File: config.mk
export PLATFORM = sky130hd
export DESIGN_NAME = ysyx_22050078_ifu_pf
export DESIGN_NICKNAME = d
export VERILOG_FILES = /design/src/rtl/ysyx_22050078_ifu_pf.sv
export SDC_FILE = /design/constraint.sdc
export NUM_CORES = 1
export LEC_CHECK = 0
export CORE_MARGIN = 2
export CORE_UTILIZATION = 33
export CTS_CLUSTER_SIZE = 25
export DETAILED_ROUTE_END_ITERATION = 10
export MAX_ROUTING_LAYER = met4
export PLACE_DENSITY = 0.56
export SYNTH_ARGS = -nofsm -noshare
export SYNTH_HDL_FRONTEND = slang
export SYNTH_SLANG_ARGS = --single-unit
File: constraint.sdc
create_clock -name clk -period 4.5 [get_ports clk]
set_clock_uncertainty 0.05 [all_clocks]
set_input_delay 0.45 -clock clk [delete_from_list [all_inputs] [get_ports clk]]
set_output_delay 0.45 -clock clk [all_outputs]
set_load 0.02 [all_outputs]
File: src/rtl/ysyx_22050078_ifu_pf.sv
// Prefetching instruction fetch unit.
// Owns the fetch PC and keeps at most one aligned 8-byte read outstanding on the
// memory port. Each response yields one {pc, inst} pair, which is buffered in a
// small FIFO in front of the decoder. A redirect flushes the FIFO and retargets
// fetch. A response to a request issued before the redirect is discarded.
module ysyx_22050078_ifu_pf #(
  parameter int                   CPU_WIDTH  = 64,
  parameter int                   INST_WIDTH = 32,
  parameter int                   FIFO_DEPTH = 4,
  parameter logic [CPU_WIDTH-1:0] RESET_PC   = CPU_WIDTH'(64'h8000_0000)
) (
  input  logic                  clk,
  input  logic                  rst,
  input  logic                  i_redirect_valid,
  input  logic [CPU_WIDTH-1:0]  i_redirect_pc,
  output logic                  o_req_valid,
  output logic [CPU_WIDTH-1:0]  o_req_addr,
  input  logic                  i_req_ready,
  input  logic                  i_resp_valid,
  input  logic [CPU_WIDTH-1:0]  i_resp_data,
  output logic                  o_valid,
  output logic [CPU_WIDTH-1:0]  o_pc,
  output logic [INST_WIDTH-1:0] o_inst,
  input  logic                  i_ready
);

  localparam int               PTR_W   = (FIFO_DEPTH > 1) ? $clog2(FIFO_DEPTH) : 1;
  localparam int               CNT_W   = PTR_W + 1;
  localparam logic [CNT_W-1:0] DEPTH_C = CNT_W'(FIFO_DEPTH);

  // DROP means a request is in flight whose data belongs to a pre-redirect PC.
  typedef enum logic [1:0] {S_IDLE, S_REQ, S_WAIT, S_DROP} state_t;

  state_t                state_reg, state_next;
  logic [CPU_WIDTH-1:0]  fetch_pc_reg, fetch_pc_next;
  logic [PTR_W-1:0]      wr_ptr_reg, rd_ptr_reg;
  logic [CNT_W-1:0]      count_reg, count_next;
  logic [CPU_WIDTH-1:0]  pc_mem   [FIFO_DEPTH];
  logic [INST_WIDTH-1:0] inst_mem [FIFO_DEPTH];
  logic                  push, pop;
  logic [INST_WIDTH-1:0] resp_inst;

  // Pick the 32-bit half of the 8-byte beat addressed by the fetch PC.
  generate
    if (CPU_WIDTH >= 64) begin : g_sel64
      assign resp_inst = fetch_pc_reg[2] ? i_resp_data[63:32] : i_resp_data[31:0];
    end else begin : g_sel32
      assign resp_inst = i_resp_data[INST_WIDTH-1:0];
    end
  endgenerate

  // A redirect cancels both the push and the pop in its cycle.
  assign push = (state_reg == S_WAIT) && i_resp_valid && !i_redirect_valid;
  assign pop  = o_valid && i_ready && !i_redirect_valid;

  // Occupancy after this edge; a redirect empties the FIFO outright.
  always_comb begin
    count_next = count_reg;
    if (i_redirect_valid) begin
      count_next = '0;
    end else begin
      count_next = count_reg + {{(CNT_W-1){1'b0}}, push} - {{(CNT_W-1){1'b0}}, pop};
    end
  end

  // Fetch sequencing and fetch-PC update; redirect has the final say.
  always_comb begin
    state_next    = state_reg;
    fetch_pc_next = fetch_pc_reg;
    case (state_reg)
      S_IDLE: begin
        if (!i_redirect_valid && (count_reg < DEPTH_C)) state_next = S_REQ;
      end
      S_REQ: begin
        if (i_req_ready) state_next = i_redirect_valid ? S_DROP : S_WAIT;
      end
      S_WAIT: begin
        if (i_resp_valid) begin
          if (i_redirect_valid)          state_next = S_IDLE;
          else if (count_next < DEPTH_C) state_next = S_REQ;
          else                           state_next = S_IDLE;
        end else if (i_redirect_valid) begin
          state_next = S_DROP;
        end
      end
      S_DROP: begin
        if (i_resp_valid) state_next = S_IDLE;
      end
      default: state_next = S_IDLE;
    endcase
    if (push)             fetch_pc_next = fetch_pc_reg + CPU_WIDTH'(4);
    if (i_redirect_valid) fetch_pc_next = i_redirect_pc;
  end

  // Control state, fetch PC and FIFO bookkeeping.
  always_ff @(posedge clk) begin
    if (rst) begin
      state_reg    <= S_IDLE;
      fetch_pc_reg <= RESET_PC;
      wr_ptr_reg   <= '0;
      rd_ptr_reg   <= '0;
      count_reg    <= '0;
    end else begin
      state_reg    <= state_next;
      fetch_pc_reg <= fetch_pc_next;
      count_reg    <= count_next;
      if (i_redirect_valid) begin
        wr_ptr_reg <= '0;
        rd_ptr_reg <= '0;
      end else begin
        if (push) wr_ptr_reg <= wr_ptr_reg + PTR_W'(1);
        if (pop)  rd_ptr_reg <= rd_ptr_reg + PTR_W'(1);
      end
    end
  end

  // FIFO storage; contents are don't-care until the count says otherwise.
  always_ff @(posedge clk) begin
    if (push) begin
      pc_mem[wr_ptr_reg]   <= fetch_pc_reg;
      inst_mem[wr_ptr_reg] <= resp_inst;
    end
  end

  // Request always carries the 8-byte-aligned current fetch PC.
  assign o_req_valid = (state_reg == S_REQ);
  assign o_req_addr  = {fetch_pc_reg[CPU_WIDTH-1:3], 3'b000};

  // Head entry is held in registers; outputs read as zero when nothing is queued.
  assign o_valid = (count_reg != '0);
  assign o_pc    = o_valid ? pc_mem[rd_ptr_reg]   : '0;
  assign o_inst  = o_valid ? inst_mem[rd_ptr_reg] : '0;

endmodule

==> impl_metrics.json <==
{
  "grt_usage": 0.1667,
  "postCtsHoldBufs": 0,
  "cts_buffers": 50,
  "finalSetupTns_ns": 0,
  "clock_latency_ns": 0.60,
  "wirelength_um": 50150,
  "die_w_um": 248.0,
  "overflow": 0,
  "cts_tree": "yes",
  "grt_pass1_vias": 11747,
  "min_path_type": "input port to register",
  "synth.distinct_cells": 53,
  "ctsResizeCount": 0,
  "row_count": 89,
  "die-area_mm2": 0.06148,
  "grt_pass1_wl_um": 73790,
  "ant_nets": 0,
  "relSlewSlack": 0.3184,
  "synth.area.top_cells": "edfxtp_1, mux4_2, dfxtp_1",
  "status": "completed",
  "root_buffer": "clkbuf_16",
  "post-route-period-util": 0.8115,
  "crit_required_ns": 4.00,
  "vias_per_cell": 5.036,
  "finalSetupViolCount": 0,
  "powerDensity_mw_per_mm2": 374.9,
  "slew_viol_final": 0,
  "max-vdd-ir-drop_mv": 0.2807,
  "fillers": 5313,
  "syn_avg_cell_area_um2": 15.69,
  "ios": 296,
  "largest_register_ffs": 256,
  "layout_common_cells": "edfxtp_1, clkdlybuf4s50_1, and2_1",
  "max_freq_mhz": 273.9,
  "post_drt_wl_per_cell_um": 21.79,
  "worstMarginPinSlew_ns": 1.022,
  "dp_hpwl_um": 31480,
  "crit_arrival_ns": 3.15,
  "initial_core_util": 0.3334,
  "core_mm2": 0.05891,
  "layout_commonest_cell": "edfxtp_1",
  "p_leak_nw": 7.834,
  "drv_cap": 0,
  "hold_violations": 0,
  "io_buffer_count": 292,
  "path_max_fanout": 41,
  "clock_sinks": 459,
  "cp-start-kind": "register",
  "worst-setup-path-type": "register to output pin",
  "htree_levels": 2,
  "syn_to_final_growth_pct": 25.41,
  "clk_pin_slew_ns": 0.06,
  "antenna_found_initial": 6,
  "grt_max_degree": 86,
  "synth.cell_area_mm2": 0.01964,
  "place.gp.congestion": 0.7547,
  "finalNetCount": 1622,
  "drc": 0,
  "yosys_most_used_dff": "edfxtp_1",
  "synth_area_leader_cell": "edfxtp_1",
  "async_reset_ff_frac": 0,
  "fin_crit_ns": 3.652,
  "timing.reg2reg.setup_slack_ns": 1.18,
  "drive_gt1_frac": 0.1603,
  "total_power_mw": 9.233,
  "placed_area_mm2": 0.02303,
  "vias": 11588,
  "postCtsSetupBuffers": 0,
  "synth.yosys.seq_area_share": 0.6636,
  "synth-edff-count": 384,
  "die_y_um": 248.0,
  "design_area_mm2": 0.02463,
  "yosys_warnings": 0,
  "yosysTopAreaCellShare": 0.5871,
  "drtIter0Drc": 765,
  "grt_setup_unrepaired": "false",
  "synthesis.instances": 1252,
  "synth-seq-cells": 459,
  "drtPass1Iterations": 6,
  "endpoint_kind": "output pin",
  "cts.path.max_buffers": 3
}
[cells by family after synthesis]
family                     synth area share
xor gates and xnor gates            0.01828
AOI/OAI and AO/OA                   0.02918
adders and majority gates          0.005479
buffers and inverters               0.04256
DFF                                  0.6636
other                             0.0001909
muxes                                0.1358
and+or+nand+nor                      0.1050
[power by group]
group          internal, mW  switching (mW)
logic                 0.260           0.237
registers              4.67           0.112
clock network          2.27            1.68
[synth_stat cells (2+ instances only)]
cell type,instances
nor3b_1,7
nor4b_1,3
a311oi_1,9
mux4_2,96
a211o_1,4
a211oi_1,27
nand4_1,34
nand3_1,14
dfxtp_1,75
mux2_2,35
and4_1,7
and3_1,4
and2_1,107
a21oi_1,11
or4_1,10
or2_2,3
a221oi_1,2
nor2_1,81
or3_1,9
nor4_1,19
o211ai_1,2
a2111oi_0,3
xor2_1,22
inv_1,17
ha_1,7
mux2i_1,11
nand2_1,38
edfxtp_1,384
buf_4,65
nor3_2,2
o31ai_1,6
o2bb2ai_1,2
xnor2_1,19
nor3_1,17
o21ai_0,8
clkbuf_1,51
buf_1,18
nor2b_1,4
buf_2,5
[worst paths after layout]
check / end / depth (start not counted) / start
max: o_pc[3] / 4 / register
min: fetch_pc_reg[9] / 3 / i_redirect_valid
max reg2reg: fetch_pc_reg[54] / 6 / fetch_pc_reg[3]
min reg2reg: pc_mem[0][0] / 0 / fetch_pc_reg[0]
[metal layers]
| layer | track usage | share of wire | vias up |
|---|---|---|---|
| li1 | - | - | 5239 |
| met1 | 0.2227 | 0.45 | 5912 |
| met2 | 0.2628 | 0.47 | 368 |
| met3 | 0.03514 | 0.067 | 69 |
| met4 | 0.03540 | 0.017 | 0 |
| met5 | - | 0 | - |
[cell type report]
class                      count  area, um2  area share
sequential                   459      13040      0.5295
multi-input combinational    639       5801      0.2355
timing repair buffer         313       3161      0.1283
clock buffer                  62       1328     0.05390
tap                          773      967.2     0.03927
clock inverter                32      252.7     0.01026
inverter                      17      65.06    0.002642
antenna                        6      15.01   0.0006096
[per-stage QoR]
| stage | setup slack [ns] | hold WS, ns | std cells | utilization |
|---|---|---|---|---|
| final | 0.8484 | 0.3428 | 2301 | 0.4181 |
| after global routing | 0.6503 | 0.3386 | 2300 | 0.4181 |
| after CTS | 0.7399 | 0.2908 | 2295 | 0.4179 |
| after detailed placement | 0.8392 | 0.4451 | 2201 | 0.3910 |
| after global placement | 0.9556 | 0.4244 | 2201 | 0.3910 |
| after floorplan | 0.6795 | 0.4094 | 1254 | - |
[critical path, stage by stage (launching register included)]
cell and delay [ns]:
dfxtp_4 0.77, buf_12 0.38, mux4_2 0.54, and2_1 0.16, clkdlybuf4s50_1 0.59
No activity file was read; power rests on OpenSTA's default activity.
